<file path="src/rtl/key_pkg.sv">
// Shared types and constants for the push-button conditioning front end.
// Keys are active-low at the pins and active-high everywhere downstream.
package key_pkg;

  typedef enum logic [1:0] {
    IDLE,
    PRESS_WAIT,
    PRESSED,
    RELEASE_WAIT
  } key_state_t;

  localparam int DEBOUNCE_DEFAULT = 1000000;
  localparam int DEBOUNCE_SIM     = 4;

endpackage

</file>
<file path="src/rtl/debounce_channel.sv">
// One key: two-flop synchroniser, stability counter, FSM and strobes.
// A level change is accepted after DEBOUNCE_CYCLES identical samples.
module debounce_channel
  import key_pkg::*;
#(
  parameter int DEBOUNCE_CYCLES = DEBOUNCE_DEFAULT
) (
  input  logic clk,
  input  logic rst_n,
  input  logic key_raw,
  output logic level,
  output logic press,
  output logic rel,
  output logic press_nxt
);

  localparam int CNT_W = $clog2(DEBOUNCE_CYCLES + 1);
  localparam logic [CNT_W-1:0] LAST =
    CNT_W'(DEBOUNCE_CYCLES - 1);

  logic [1:0]       sync;
  logic             s;
  key_state_t       state;
  key_state_t       state_nxt;
  logic [CNT_W-1:0] cnt;
  logic [CNT_W-1:0] cnt_nxt;
  logic             at_last;
  logic             level_nxt;
  logic             rel_nxt;

  // Idles high so a reset looks like a released key.
  always_ff @(posedge clk or negedge rst_n) begin
    if (!rst_n) begin
      sync <= 2'b11;
    end else begin
      sync <= {sync[0], key_raw};
    end
  end

  assign s       = ~sync[1];
  assign at_last = (cnt == LAST);

  always_ff @(posedge clk or negedge rst_n) begin
    if (!rst_n) begin
      state <= IDLE;
      cnt   <= '0;
    end else begin
      state <= state_nxt;
      cnt   <= cnt_nxt;
    end
  end

  always_comb begin
    state_nxt = state;
    cnt_nxt   = '0;
    unique case (state)
      IDLE: begin
        if (s) begin
          state_nxt = PRESS_WAIT;
          cnt_nxt   = CNT_W'(1);
        end
      end
      PRESS_WAIT: begin
        if (!s) begin
          state_nxt = IDLE;
        end else if (at_last) begin
          state_nxt = PRESSED;
        end else begin
          cnt_nxt = cnt + CNT_W'(1);
        end
      end
      PRESSED: begin
        if (!s) begin
          state_nxt = RELEASE_WAIT;
          cnt_nxt   = CNT_W'(1);
        end
      end
      RELEASE_WAIT: begin
        if (s) begin
          state_nxt = PRESSED;
        end else if (at_last) begin
          state_nxt = IDLE;
        end else begin
          cnt_nxt = cnt + CNT_W'(1);
        end
      end
    endcase
  end

  always_comb begin
    level_nxt = (state_nxt == PRESSED) ||
                (state_nxt == RELEASE_WAIT);
    press_nxt = (state == PRESS_WAIT) &&
                (state_nxt == PRESSED);
    rel_nxt   = (state == RELEASE_WAIT) &&
                (state_nxt == IDLE);
  end

  always_ff @(posedge clk or negedge rst_n) begin
    if (!rst_n) begin
      level <= 1'b0;
      press <= 1'b0;
      rel   <= 1'b0;
    end else begin
      level <= level_nxt;
      press <= press_nxt;
      rel   <= rel_nxt;
    end
  end

endmodule

</file>
<file path="src/rtl/key_conditioner.sv">
// Board key front end: NUM_KEYS independent debounce channels
// plus a registered any-press strobe for single-step control.
module key_conditioner
  import key_pkg::*;
#(
  parameter int NUM_KEYS        = 4,
  parameter int DEBOUNCE_CYCLES = DEBOUNCE_DEFAULT
) (
  input  logic                CLOCK_50,
  input  logic                RESET_N,
  input  logic [NUM_KEYS-1:0] KEY,
  output logic [NUM_KEYS-1:0] key_level,
  output logic [NUM_KEYS-1:0] key_press,
  output logic [NUM_KEYS-1:0] key_release,
  output logic                any_press
);

  logic [NUM_KEYS-1:0] press_nxt;

  for (genvar i = 0; i < NUM_KEYS; i++) begin : g_ch
    debounce_channel #(
      .DEBOUNCE_CYCLES(DEBOUNCE_CYCLES)
    ) u_ch (
      .clk      (CLOCK_50),
      .rst_n    (RESET_N),
      .key_raw  (KEY[i]),
      .level    (key_level[i]),
      .press    (key_press[i]),
      .rel      (key_release[i]),
      .press_nxt(press_nxt[i])
    );
  end

  always_ff @(posedge CLOCK_50 or negedge RESET_N) begin
    if (!RESET_N) begin
      any_press <= 1'b0;
    end else begin
      any_press <= |press_nxt;
    end
  end

endmodule

</file>
<file path="config.mk">
export PLATFORM = sky130hd
export DESIGN_NAME = key_conditioner
export DESIGN_NICKNAME = d
export VERILOG_FILES = /design/src/rtl/key_pkg.sv /design/src/rtl/debounce_channel.sv /design/src/rtl/key_conditioner.sv
export SDC_FILE = /design/constraint.sdc
export NUM_CORES = 1
export LEC_CHECK = 0
export CAP_MARGIN = 30
export CELL_PAD_IN_SITES_DETAIL_PLACEMENT = 1
export CELL_PAD_IN_SITES_GLOBAL_PLACEMENT = 1
export CORE_ASPECT_RATIO = 0.9
export CORE_MARGIN = 2
export CORE_UTILIZATION = 30
export CTS_CLUSTER_DIAMETER = 50
export CTS_CLUSTER_SIZE = 40
export DETAILED_ROUTE_END_ITERATION = 7
export PLACE_DENSITY = 0.57
export SLEW_MARGIN = 25
export SYNTH_ARGS = -nofsm -noshare
export SYNTH_HDL_FRONTEND = slang
export SYNTH_SLANG_ARGS = --single-unit
</file>
<file path="constraint.sdc">
create_clock -name CLOCK_50 -period 2.8 [get_ports CLOCK_50]
set_input_delay 0.56 -clock CLOCK_50 [delete_from_list [all_inputs] [get_ports CLOCK_50]]
set_output_delay 0.56 -clock CLOCK_50 [all_outputs]
set_load 0.01 [all_outputs]
</file>
# Word level (Yosys, flattened, before mapping)
# Index checks and enable logic that the tools add are counted.
classes:
  eq_ne: 24
  n_reduce_logical: 21
  muxes: 52
  n_addsub: 4
op_table:
  columns: ["op", "n"]
  rows:
  - ["$pmux 20 s4", 4]
  - ["$mux 20", 12]
  - ["$add 20x1->20 const B", 4]
  - ["$eq 20x20->1 const B", 4]
  - ["$mux 2", 24]
  - ["$eq 2x2->1 const B", 16]
  - ["$pmux 2 s4", 4]
  - ["$logic_not 2->1", 8]
  - ["$eq 2x1->1 const B", 4]
  - ["$logic_and 1x1->1", 8]
  - ["$mux 1", 8]
  - ["$logic_or 1x1->1", 4]
  - ["$reduce_or 4->1", 1]
word_totals:
  reg_bits: 109
  out_inout_bits: 13
  inputBits: 6
  elab_cells: 126

# Logic depth before layout (Yosys ltp)
depth:
  ltp_word: 7
  ltp_mapped: 6
  depth_no_buf: 5

# Modules after synthesis
# A second synthesis with hierarchy kept.
unflattened:
  cells_unflattened: 486
  hier_area_um2: 5098.6
by_module_without_submodules:
  columns: ["module", "area_per_inst_um2", "n_inst", "seq_area_each_um2", "cells_each"]
  rows:
  - ["debounce_channel (g_ch[0].u_ch ...)", 1257.5, 3, 653.1, 121]
  - ["debounce_channel (g_ch[3].u_ch)", 1293.7, 1, 678.2, 121]
  - ["key_conditioner", 32.5, 1, 25.0, 2]

# Least setup slack after synthesis
# Ideal clock, no wire load.
synth_path:
  path_kind: "register -> register"
  startpoint: "reg g_ch[1].u_ch.cnt[0]"
  endpoint: "reg g_ch[1].u_ch.cnt[10]"
  path_buffers: 1
  period_less_slack_ps: 1982
  setup_time_ps: 121
  stages_incl_launch_ff: 7
  required_ps: 2679
  setup_slack_ps: 818
  arrival_ps: 1861
  path_cell_list: "dfrtp_1 ha_1 nand2_1 or4_1 o211ai_2 buf_2 nor2_1"
synth_via:
  elab_chain_cells: 4
  elab_cells_between_ends: 6
  cone_classes: "1 x add/sub; 1 x eq/ne; 4 x mux"
synth_rtl:
  columns: ["element", "line", "rtl"]
  rows:
  - ["start, declared", "debounce_channel.sv:25", "logic [CNT_W-1:0] cnt;"]
  - ["start signal, assigned", "debounce_channel.sv:49", "cnt <= cnt_nxt;"]
  - ["$add 20x1->20 or $eq 20x20->1 (tied branches)", "debounce_channel.sv:69, debounce_channel.sv:84, debounce_channel.sv:41", null]
  - ["$mux 20 *", "debounce_channel.sv:66, debounce_channel.sv:81", null]
  - ["$mux 20 (on tied branches)", "debounce_channel.sv:79, debounce_channel.sv:64", null]
  - ["$pmux 20 s4 *", "debounce_channel.sv:56", "unique case (state)"]
  - ["net g_ch[1].u_ch.cnt_nxt[10]", "debounce_channel.sv:26", "logic [CNT_W-1:0] cnt_nxt;"]
# Mark *: on every way through the listed nets, which the timed path passes. The rest lies on a longest branch.

# Final worst setup path
layout_path:
  startpoint: "reg g_ch[1].u_ch.cnt[0]"
  endpoint: "reg g_ch[1].u_ch.cnt[0]"
# The elaborated chain is that of the path after synthesis.

==> flow_summary.toml <==
[synthesis]
synth.distinct_cells = 43
synthesis.area_mm2 = 0.00516
synth_area_per_cell_um2 = 10.1
synth-edff-count = 0
synth.net_count = 520
synth_top_cells_by_area = "dfrtp_1 (49%), nor2_1 (5.2%), xor2_1 (4.8%)"
syn_inst = 510
yosysWarningCount = 0
synth-seq-area-share_pct = 53.1
ys.flop_type = "dfrtp_1"
async_flop_share_pct = 100
ys_ff_latch = 109
yosysTopAreaCellShare_pct = 49.0
synth_top_area_cell = "dfrtp_1"

[timing]
fin_skew_ps = 7.13
setup_violations = 0
hold_violations = 0
fmax_mhz = 457
grt_setup_unrepaired = "no"
fin_crit_sh_pct = 78.2
max_slew_margin_pct = 56.2
tightest_slew_ps = 658
finalMaxSlewViolations = 0
period_needed_ps = 2190
setup_tns_ps = 0

[global_route]
grt_antenna_before_repair = 0
grt_max_degree = 50
overflow = 0
grt_pass1_vias = 3851
track_usage_pct = 13.5
grt_pass1_wl_mm = 19.7

[job]
max_cap_viol_count = 0

[floorplanning]
core_area_mm2 = 0.0168
start_util_pct = 30.6
io_pins = 19
fp-row-count = 45
die_h_um = 128
chipWidth_um = 142
dieArea_mm2 = 0.0183

[detailed_routing]
drt_iter0_drc = 193
dr_total_vias = 3687
wl_mm = 11.4
drc = 0
ant_nets = 0
wl_per_cell_um = 15.5
drtPass1Iterations = 4
viasPerCell = 5.00

[clock_network]
cts_setup_buffers = 0
ctsResizeCount = 0
cts_buffers = 9
path_clk_slew_ps = 70
clk_latency_ps = 360
ctsLongestPathBuffers = 2
cts.sinks = 109
clockRootBuffer = "clkbuf_16"
htreeDepth = 3
cts-hold-fix-buffers = 0
cts_tree = "yes"

[critical_path]
crit_fanout = 6
r2r-end = "g_ch[1].u_ch.cnt[0]"
endpoint_kind = "flop"
reg2reg_from = "g_ch[1].u_ch.cnt[0]"
reg2reg_setup_slack_ps = 610
critPathCapture = "g_ch[1].u_ch.cnt[0]"
arrival_ps = 2440
critPathKind = "reg -> reg"
critPathLaunchType = "flop"
reg2reg_depth = 5
startpoint = "g_ch[1].u_ch.cnt[0]"
cp.required_ps = 3050

[power]
peakVddDrop_mv = 0.259
power.density_mw_per_mm2 = 504
p_leak_uw = 0.00222

[place]
dp_hpwl_mm = 8.04
placed_area_mm2 = 0.00551
place_congestion = 0.756
port_buffers = 18

[status]
outcome = "finished, final reports clean"

[cells_and_area]
area_growth_pct = 12.2
fin_area_mm2 = 0.00579
n_antenna_cell = 0
drive_gt1_share_pct = 8.17
finalNetCount = 531

[hold_path]
min_path_type = "in -> async"
==> worst min-delay path by stage <==
stage / from / to / cells after the start
6_report: RESET_N / g_ch[3].u_ch.cnt[17] / 1
5_1_grt: RESET_N / g_ch[3].u_ch.cnt[17] / 1
2_1_floorplan: RESET_N / any_press / 0
3_5_place_dp: g_ch[0].u_ch.sync[0] / g_ch[0].u_ch.sync[1] / 0
3_3_place_gp: g_ch[2].u_ch.sync[0] / g_ch[2].u_ch.sync[1] / 0
4_1_cts: RESET_N / g_ch[3].u_ch.cnt[17] / 1
==> per-layer routing <==
| layer | up-vias | track usage (%) | share of wire, % |
|---|---|---|---|
| li1 | 1804 | - | - |
| met1 | 1840 | 18.6 | 51 |
| met2 | 31 | 20.9 | 45 |
| met3 | 12 | 3.39 | 2.5 |
| met4 | 0 | 4.65 | 1.3 |
| met5 | - | 0 | 0 |
==> registers in the layout (all words and copies together) (netlist names) <==
| name | flops |
|---|---|
| any_press | 1 |
| g_ch.u_ch.cnt | 80 |
| g_ch.u_ch.level | 4 |
| g_ch.u_ch.press | 4 |
| g_ch.u_ch.rel | 4 |
| g_ch.u_ch.state | 8 |
| g_ch.u_ch.sync | 8 |
==> cells in the mapped netlist (2+ instances only) <==
library cell,count
xnor2_1,26
nor2b_1,2
or4_4,2
ha_1,4
buf_2,4
or4_1,9
or3_1,24
xor2_1,28
or4b_1,2
dfrtp_1,101
o31ai_1,6
a21oi_1,23
a211oi_1,2
and4_1,3
nand2_1,21
and3_1,8
nor3_1,9
dfstp_2,8
nor2_1,72
nand3_1,29
nand4_1,30
nand3b_1,2
and2_1,5
nor4_1,12
inv_1,19
nor4b_1,2
o21ai_0,15
buf_4,13
mux2i_1,8
clkbuf_1,8
==> worst max-delay path: stages (launching register included) <==
cell and delay, ps:
dfrtp_1 410, ha_1 250, nand2_1 170, or4_1 610, or3_1 450, and3_1 190
==> layout make-up <==
type	instances	area, um2
Inverter	19	71.3
Fill cell	1894	11000
Clock inverter	7	50.0
Timing Repair Buffer	26	250
Sequential cell	109	2740
Tap cell	211	264
Multi-Input combinational cell	356	2190
Clock buffer	9	225
==> cells in the final DEF (no fill, tap or decap), types with 2 or more instances in the layout <==
master / netlist / routed
nor4b_1: 2 / 2
ha_1: 4 / 4
nand3_1: 29 / 29
clkdlybuf4s50_1: 0 / 17
or4_4: 2 / 2
xnor2_1: 26 / 26
a21oi_1: 23 / 23
o31ai_1: 6 / 6
and4_1: 3 / 3
nor4_1: 12 / 12
or3_1: 24 / 24
nor3_1: 9 / 9
or4_1: 9 / 9
and3_1: 8 / 8
nor2b_1: 2 / 2
clkinv_2: 0 / 2
nor2_1: 72 / 72
nand3b_1: 2 / 2
inv_1: 19 / 19
clkbuf_16: 0 / 9
o21ai_0: 15 / 15
buf_4: 13 / 8
mux2i_1: 8 / 8
dfrtp_1: 101 / 101
xor2_1: 28 / 28
inv_6: 0 / 2
nand2_1: 21 / 21
dfstp_2: 8 / 8
or4b_1: 2 / 2
and2_1: 5 / 5
clkinvlp_4: 0 / 3
nand4_1: 30 / 30
a211oi_1: 2 / 2
==> stage by stage <==
step	hold WS, ps	worst slack [ps]	cells	power, uW	util, %
CTS	260	598	737	2980	34.4
floorplan	264	818	510	1680	-
global placement	346	669	721	1740	32.7
finish	232	610	737	2920	34.4
detailed placement	348	610	721	1740	32.7
global route	280	480	737	3050	34.4
==> kinds of logic (layout without fill, tap and decap cells) <==
kind of cell / Yosys count / count (layout) / share of synthesized area [%]
simple gates: 237 / 237 / 24.5
flops: 109 / 109 / 53.1
xor+xnor: 54 / 54 / 9.17
compound gates: 53 / 53 / 6.21
buf+inv: 45 / 61 / 4.46
mux: 8 / 8 / 1.55
fa+ha+maj: 4 / 4 / 0.971
==> power by group <==
group	switching (uW)	internal (uW)	total, uW
registers	16.1	1590	1610
logic	68.2	28.4	96.6
clock network	605	607	1210
total	689	2230	2920
Note: power is estimated with default switching activity, not from simulation.
